$ cat src/rtl/cnn_conv_mac_sched_pkg.sv
// ---------------------------------------------------------------------------
// cnn_conv_mac_pkg
//   Shared widths, kernel length, the scheduler state encoding and the output
//   saturation helper for the conv1 MAC scheduler.
//   No ports (package).
// ---------------------------------------------------------------------------
package cnn_conv_mac_pkg;

    localparam int KLEN   = 25;   // multiply-accumulates per result (5x5)
    localparam int ADDR_W = 5;    // BRAM address width, 2**ADDR_W >= KLEN
    localparam int A_W    = 9;    // unsigned pixel width
    localparam int B_W    = 14;   // signed weight / bias width
    localparam int P_W    = 23;   // signed product width
    localparam int ACC_W  = 28;   // signed accumulator width
    localparam int SHIFT  = 8;    // arithmetic right shift before saturation
    localparam int OUT_W  = 16;   // signed result width

    typedef enum logic [1:0] {
        IDLE  = 2'd0,
        ISSUE = 2'd1,
        DRAIN = 2'd2,
        OUT   = 2'd3
    } state_t;

    // Clamp an already-shifted accumulator value into the signed OUT_W range.
    function automatic logic signed [OUT_W-1:0] sat_out(input logic signed [ACC_W-1:0] v);
        logic signed [ACC_W-1:0] hi;
        logic signed [ACC_W-1:0] lo;
        hi = ACC_W'(2**(OUT_W-1) - 1);
        lo = ~hi;
        if (v > hi) begin
            sat_out = {1'b0, {(OUT_W-1){1'b1}}};
        end else if (v < lo) begin
            sat_out = {1'b1, {(OUT_W-1){1'b0}}};
        end else begin
            sat_out = v[OUT_W-1:0];
        end
    endfunction

endpackage

$ cat src/rtl/cnn_conv_mac_sched_if.sv
// ---------------------------------------------------------------------------
// cnn_conv_mac_sched_if
//   Control, bias/result and BRAM read bus of the conv1 MAC scheduler.
//   master : the scheduler (drives control strobes, BRAM addresses, result)
//   slave  : the surroundings (start/bias source, BRAMs, result consumer)
//
//   Handshake: ap_start is a level request looked at only while ap_idle=1;
//   the block answers with a one-cycle ap_done/ap_ready/result_vld pulse and
//   result is valid during that pulse. BRAM reads have no backpressure:
//   pix_q/w_q return the word addressed one cycle earlier while *_ce was high.
// ---------------------------------------------------------------------------
interface cnn_conv_mac_sched_if;
    import cnn_conv_mac_pkg::*;

    logic                     ap_start;
    logic                     ap_done;
    logic                     ap_idle;
    logic                     ap_ready;
    logic signed [B_W-1:0]    bias;
    logic [ADDR_W-1:0]        pix_addr;
    logic                     pix_ce;
    logic [A_W-1:0]           pix_q;
    logic [ADDR_W-1:0]        w_addr;
    logic                     w_ce;
    logic signed [B_W-1:0]    w_q;
    logic signed [OUT_W-1:0]  result;
    logic                     result_vld;

    modport master (
        input  ap_start, bias, pix_q, w_q,
        output ap_done, ap_idle, ap_ready, pix_addr, pix_ce,
               w_addr, w_ce, result, result_vld
    );

    modport slave (
        output ap_start, bias, pix_q, w_q,
        input  ap_done, ap_idle, ap_ready, pix_addr, pix_ce,
               w_addr, w_ce, result, result_vld
    );

endinterface

$ cat src/rtl/cnn_conv_mac_sched_mul.sv
// ---------------------------------------------------------------------------
// cnn_conv_mac_mul_9u14s
//   Combinational 9-bit unsigned x 14-bit signed multiplier. The product is
//   registered by the parent so the pipeline register folds into the DSP.
//   i_a : unsigned pixel
//   i_b : signed weight
//   o_p : signed product, P_W bits (always exact for these input ranges)
// ---------------------------------------------------------------------------
module cnn_conv_mac_mul_9u14s
    import cnn_conv_mac_pkg::*;
(
    input  logic [A_W-1:0]         i_a,
    input  logic signed [B_W-1:0]  i_b,
    output logic signed [P_W-1:0]  o_p
);

    logic signed [P_W-1:0] w_a_x;
    logic signed [P_W-1:0] w_b_x;

    // The pixel is zero-extended so it is never read as negative; the weight
    // keeps its sign. Both are widened to the product width before multiply.
    assign w_a_x = {{(P_W-A_W){1'b0}}, i_a};
    assign w_b_x = {{(P_W-B_W){i_b[B_W-1]}}, i_b};
    assign o_p   = w_a_x * w_b_x;

endmodule

$ cat src/rtl/cnn_conv_mac_sched.sv
// ---------------------------------------------------------------------------
// cnn_conv_mac_sched
//   Runs one conv kernel dot product through a single shared multiplier:
//   issues KLEN pixel/weight BRAM reads, multiplies and accumulates them on
//   top of a pre-shifted bias, then shifts, saturates and emits one pixel.
//   ap_clk      : clock, rising edge
//   ap_rst_n    : asynchronous active-low reset
//   bus         : control / bias / result / BRAM read bus (master side)
//   o_dbg_state : current scheduler state
// ---------------------------------------------------------------------------
module cnn_conv_mac_sched
    import cnn_conv_mac_pkg::*;
(
    input  logic                   ap_clk,
    input  logic                   ap_rst_n,
    cnn_conv_mac_sched_if.master   bus,
    output state_t                 o_dbg_state
);

    state_t                   r_state;
    state_t                   w_state_nxt;
    logic [ADDR_W-1:0]        r_cnt;
    logic                     r_dcnt;
    logic                     r_v1;
    logic                     r_v2;
    logic signed [P_W-1:0]    r_p;
    logic signed [P_W-1:0]    w_p;
    logic signed [ACC_W-1:0]  r_acc;
    logic signed [ACC_W-1:0]  w_acc_sh;
    logic signed [ACC_W-1:0]  w_bias_sh;
    logic signed [OUT_W-1:0]  w_sat;
    logic signed [OUT_W-1:0]  r_result;
    logic                     w_start;
    logic                     w_last;
    logic                     w_ce;
    logic                     w_done;
    logic                     w_idle;

    // ------------------------------------------------------------------
    // FSM
    // ------------------------------------------------------------------
    always_ff @(posedge ap_clk or negedge ap_rst_n) begin
        if (!ap_rst_n) begin
            r_state <= IDLE;
        end else begin
            r_state <= w_state_nxt;
        end
    end

    assign w_last = (r_cnt == ADDR_W'(KLEN-1));

    always_comb begin
        w_state_nxt = r_state;
        w_start     = 1'b0;
        w_ce        = 1'b0;
        w_done      = 1'b0;
        w_idle      = 1'b0;
        case (r_state)
            IDLE: begin
                w_idle = 1'b1;
                if (bus.ap_start) begin
                    w_start     = 1'b1;
                    w_state_nxt = ISSUE;
                end
            end
            ISSUE: begin
                w_ce = 1'b1;
                if (w_last) begin
                    w_state_nxt = DRAIN;
                end
            end
            DRAIN: begin
                // Two cycles let the last read pass the BRAM and product stages.
                if (r_dcnt) begin
                    w_state_nxt = OUT;
                end
            end
            OUT: begin
                w_done      = 1'b1;
                w_state_nxt = IDLE;
            end
            default: begin
                w_state_nxt = IDLE;
            end
        endcase
    end

    // ------------------------------------------------------------------
    // Address and drain counters. The address counter stops at KLEN-1 and
    // holds there between operations, so addresses stay stable with ce low.
    // ------------------------------------------------------------------
    always_ff @(posedge ap_clk or negedge ap_rst_n) begin
        if (!ap_rst_n) begin
            r_cnt  <= '0;
            r_dcnt <= 1'b0;
        end else begin
            case (r_state)
                IDLE: begin
                    if (w_start) begin
                        r_cnt <= '0;
                    end
                end
                ISSUE: begin
                    if (w_last) begin
                        r_dcnt <= 1'b0;
                    end else begin
                        r_cnt <= r_cnt + 1'b1;
                    end
                end
                DRAIN: begin
                    r_dcnt <= ~r_dcnt;
                end
                default: begin
                end
            endcase
        end
    end

    // ------------------------------------------------------------------
    // Datapath pipeline: v1 marks cycles where BRAM data is valid, v2 marks
    // cycles where the registered product is valid.
    // ------------------------------------------------------------------
    cnn_conv_mac_mul_9u14s u_mul (
        .i_a (bus.pix_q),
        .i_b (bus.w_q),
        .o_p (w_p)
    );

    always_ff @(posedge ap_clk or negedge ap_rst_n) begin
        if (!ap_rst_n) begin
            r_v1 <= 1'b0;
            r_v2 <= 1'b0;
            r_p  <= '0;
        end else begin
            r_v1 <= (r_state == ISSUE);
            r_v2 <= r_v1;
            if (r_v1) begin
                r_p <= w_p;
            end
        end
    end

    // Bias is pre-scaled by SHIFT so the final right shift returns it unscaled.
    assign w_bias_sh = {{(ACC_W-B_W){bus.bias[B_W-1]}}, bus.bias} <<< SHIFT;

    always_ff @(posedge ap_clk or negedge ap_rst_n) begin
        if (!ap_rst_n) begin
            r_acc <= '0;
        end else if (w_start) begin
            r_acc <= w_bias_sh;
        end else if (r_v2) begin
            r_acc <= r_acc + {{(ACC_W-P_W){r_p[P_W-1]}}, r_p};
        end
    end

    // ------------------------------------------------------------------
    // Output. The accumulator is final on the OUT cycle, so the saturated
    // value is shown directly during the done pulse and captured at its end;
    // the capture keeps the result steady until the next OUT.
    // ------------------------------------------------------------------
    assign w_acc_sh = r_acc >>> SHIFT;
    assign w_sat    = sat_out(w_acc_sh);

    always_ff @(posedge ap_clk or negedge ap_rst_n) begin
        if (!ap_rst_n) begin
            r_result <= '0;
        end else if (r_state == OUT) begin
            r_result <= w_sat;
        end
    end

    assign bus.result     = (r_state == OUT) ? w_sat : r_result;
    assign bus.ap_done    = w_done;
    assign bus.ap_ready   = w_done;
    assign bus.result_vld = w_done;
    assign bus.ap_idle    = w_idle;
    assign bus.pix_addr   = r_cnt;
    assign bus.w_addr     = r_cnt;
    assign bus.pix_ce     = w_ce;
    assign bus.w_ce       = w_ce;
    assign o_dbg_state    = r_state;

endmodule
$ cat src/flat_wrapper.sv
// flat-port wrapper written by rule: the top's interface ports become plain ports
module cnn_conv_mac_sched_flat import cnn_conv_mac_pkg::*;
  (ap_clk, ap_rst_n, o_dbg_state, bus_ap_start, bus_bias, bus_pix_q, bus_w_q, bus_ap_done, bus_ap_idle, bus_ap_ready, bus_pix_addr, bus_pix_ce, bus_w_addr, bus_w_ce, bus_result, bus_result_vld);
  cnn_conv_mac_sched_if bus_i ();
  input  logic ap_clk;
  input  logic ap_rst_n;
  output state_t o_dbg_state;
  input wire logic [$bits(bus_i.ap_start)-1:0] bus_ap_start;
  input wire logic [$bits(bus_i.bias)-1:0] bus_bias;
  input wire logic [$bits(bus_i.pix_q)-1:0] bus_pix_q;
  input wire logic [$bits(bus_i.w_q)-1:0] bus_w_q;
  output wire logic [$bits(bus_i.ap_done)-1:0] bus_ap_done;
  output wire logic [$bits(bus_i.ap_idle)-1:0] bus_ap_idle;
  output wire logic [$bits(bus_i.ap_ready)-1:0] bus_ap_ready;
  output wire logic [$bits(bus_i.pix_addr)-1:0] bus_pix_addr;
  output wire logic [$bits(bus_i.pix_ce)-1:0] bus_pix_ce;
  output wire logic [$bits(bus_i.w_addr)-1:0] bus_w_addr;
  output wire logic [$bits(bus_i.w_ce)-1:0] bus_w_ce;
  output wire logic [$bits(bus_i.result)-1:0] bus_result;
  output wire logic [$bits(bus_i.result_vld)-1:0] bus_result_vld;
  assign bus_i.ap_start = bus_ap_start;
  assign bus_i.bias = bus_bias;
  assign bus_i.pix_q = bus_pix_q;
  assign bus_i.w_q = bus_w_q;
  assign bus_ap_done = bus_i.ap_done;
  assign bus_ap_idle = bus_i.ap_idle;
  assign bus_ap_ready = bus_i.ap_ready;
  assign bus_pix_addr = bus_i.pix_addr;
  assign bus_pix_ce = bus_i.pix_ce;
  assign bus_w_addr = bus_i.w_addr;
  assign bus_w_ce = bus_i.w_ce;
  assign bus_result = bus_i.result;
  assign bus_result_vld = bus_i.result_vld;
  cnn_conv_mac_sched u_core (.ap_clk(ap_clk), .ap_rst_n(ap_rst_n), .bus(bus_i), .o_dbg_state(o_dbg_state));
endmodule
$ cat config.mk
export PLATFORM = sky130hd
export DESIGN_NAME = cnn_conv_mac_sched_flat
export DESIGN_NICKNAME = d
export VERILOG_FILES = /design/src/rtl/cnn_conv_mac_sched_pkg.sv /design/src/rtl/cnn_conv_mac_sched_if.sv /design/src/rtl/cnn_conv_mac_sched_mul.sv /design/src/rtl/cnn_conv_mac_sched.sv /design/src/flat_wrapper.sv
export SDC_FILE = /design/constraint.sdc
export NUM_CORES = 1
export LEC_CHECK = 0
export CAP_MARGIN = 20
export CORE_ASPECT_RATIO = 0.6
export CORE_UTILIZATION = 61
export DETAILED_ROUTE_END_ITERATION = 8
export PLACE_DENSITY = 0.83
export SYNTH_ARGS = -nofsm -noshare
export SYNTH_HDL_FRONTEND = slang
export SYNTH_SLANG_ARGS = --single-unit
$ cat constraint.sdc
create_clock -name ap_clk -period 3.1 [get_ports ap_clk]
set_clock_uncertainty 0.05 [all_clocks]
set_input_delay 0.465 -clock ap_clk [delete_from_list [all_inputs] [get_ports ap_clk]]
set_output_delay 0.465 -clock ap_clk [all_outputs]
set_load 0.01 [all_outputs]
==> results.yml <==
cells_and_area:
  finalNetCount: 1486
  design_area_mm2: 0.0126
  fillerInstances: 738
  drive_gt1_frac: 0.292
  mostFrequentLayoutCell: "inv_1"
  layout_common_cells: "inv_1, buf_4, fa_1"
  layoutNonFillerInstCount: 1460
  utilization: 0.850
  diodes: 0
  area_growth_pct: 33.0
placement:
  place_congestion: 0.962
  dp.cells: 1392
  post-place-ws_ns: -2.74
  placed_cell_area_mm2: 0.0113
  io_buffers: 73
  dp_hpwl_um: 18300
cts:
  clk_latency_ns: 0.35
  htree_levels: 3
  clockBufferDepth: 2
  cts_made_buffers: 9
  cts.sinks: 77
  ctsHoldBuffers: 0
  clk_pin_slew_ns: 0.06
  cts_tree: "done"
  root_buffer: "clkbuf_16"
global_routing:
  grt_overflow: 0
  grt_pass1_wl_um: 45800
  grt_max_degree: 78
  track_usage: 0.366
  first_global_vias: 9202
  antenna_found_initial: 0
timing:
  slew_headroom: 0.326
  period_share: 1.65
  setup_ws_ns: -2.01
  finalHoldViolCount: 0
  worst_slew_pin_slew_ns: 1.01
  period_needed_ns: 5.11
  setup_viol_count_final: 19
  rsz0062_at_grt: "true"
  slew_violations: 0
  fmax_mhz: 196
outcome:
  outcome: "complete, but fails checks"
  violations: "negative setup slack"
critical_path:
  crit_type: "primary input to register"
  path_common_cell: "fa_1"
  cp.arrival_ns: 5.29
  worstPathRequired_ns: 3.28
  crit_chain: "buf_12 > buf_12 > buf_8 > nand2_4 > fa_1 > inv_2 > fa_1 > fa_1 > fa_1 > inv_2 > fa_1 > inv_2 > ha_4 > a21oi_1 > o221ai_2 > a21oi_4 > o21a_1 > o221ai_2 > a21oi_2 > xnor2_1 > mux2_4"
  cp-end-kind: "register"
  cp-start-kind: "primary input"
  path_max_fanout: 6
  cp_slowest_cell: "fa_1"
  max_stage_delay_ns: 0.57
die:
  initial_core_util: 0.639
  dieArea_mm2: 0.0160
  io_pins: 74
  num_rows: 34
  die_w_um: 163
  die_y_um: 98.5
  core_mm2: 0.0148
routing:
  ant_nets: 0
  viasPerCell: 6.19
  wl_per_cell_um: 20.8
  routed_wl_um: 30300
  first_pass_iters: 6
  via_count: 9044
  drc: 0
  drt-initial-drc-count: 1073
synth:
  syn_area_per_cell_um2: 8.89
  synth.net_count: 1294
  synthArstFlopShare: 1.00
  synth_seq_area_share: 0.204
  ys_ff_latch: 77
  syn_inst: 1065
  synthesis.area_mm2: 0.00946
  synth_cell_types: 68
  ys.flop_type: "dfrtp_1"
  synth_edf_count: 0
  yosys_warnings: 0
job:
  maxCapViolCount: 0
min_path:
  hp-class: "primary input to async pin"
==> worst paths after layout <==
kind,from,endpoint,depth (start not counted),slack [ns]
worst min-delay path,ap_rst_n,u_core.r_p[0],1,0.22
worst max register to register,u_core.r_acc[2],u_core.r_acc[15],9,-0.11
max in group asynchronous,ap_rst_n,u_core.r_acc[16],1,2.10
worst min register to register,u_core.r_result[15],u_core.r_result[15],1,0.47
worst max-delay path,bus_pix_q[2],u_core.r_p[20],21,-2.01
min in group ap_clk,u_core.r_result[15],u_core.r_result[15],1,0.47
==> flip-flops by register name (all words and copies together), names as in the netlist <==
register	flops
u_core.r_acc	28
u_core.r_p	23
u_core.r_result	16
u_core.bus.pix_addr	5
u_core.o_dbg_state	2
u_core.r_dcnt	1
u_core.r_v1	1
u_core.r_v2	1
==> synthesized netlist by cell type (22+ instances only) <==
master	n	area share
fa_1	106	0.22
nand3_1	22	0.012
nor2_1	57	0.023
o21ai_0	37	0.020
a21oi_1	58	0.031
dfrtp_1	77	0.20
xnor2_1	29	0.027
and2_1	69	0.046
ha_1	83	0.11
clkbuf_1	34	0.013
nand2_1	98	0.039
inv_1	171	0.068
==> metrics by stage <==
step           setup TNS, ns  hold WS [ns]
2_1_floorplan         -26.94         0.119
3_3_place_gp          -42.04         0.431
3_5_place_dp          -43.95         0.438
4_1_cts               -28.19         0.270
5_1_grt               -31.58         0.309
6_report              -30.23         0.222
==> per-layer routing <==
layer,vias to the layer above,GRT usage,part of all wire
met1,4384,0.494,0.39
met4,0,0.128,0.048
met2,614,0.596,0.47
met5,-,0,0
li1,3877,-,-
met3,169,0.0673,0.097
==> critical path: cells and delay by family <==
family / cells / cell delay, ns
and+or+nand+nor: 1 / 0.05
xor gates and xnor gates: 1 / 0.09
muxes: 1 / 0.25
buffers and inverters: 6 / 0.46
AOI/OAI and AO/OA: 6 / 1.12
adders and majority gates: 6 / 2.84
==> final cells by class <==
type,count,area [um2],share of cell area
clock buffer,13,270,0.0215
clock inverter,3,42.5,0.00338
inverter,171,644,0.0512
multi-input combinational,767,7370,0.585
sequential,77,1930,0.153
tap,198,248,0.0197
timing repair buffer,231,2090,0.166
==> cells by family (layout without fill, tap and decap cells) <==
group,count (synthesis),count (layout),synth area share
adder cells (fa/ha/maj),189,189,0.334
multiplexers,30,30,0.0342
XOR/XNOR,43,43,0.0398
buffers and inverters,221,418,0.0923
AND/OR/NAND/NOR,308,308,0.160
AO/OA/AOI/OAI,197,197,0.136
flip-flops,77,77,0.204
==> timing repair <==
action / in CTS / in global routing
buffers inserted: 36 / 17
hold endpoints to repair: 0 / 0
endpoints found under the setup margin: 19 / 21
pin swaps: 105 / 75
cloned: 2 / 0
resized for setup: 169 / 73
Power is left out: the tool's default activity adds up to more than one toggle a clock period on the data nets, which glitch-free logic cannot reach.
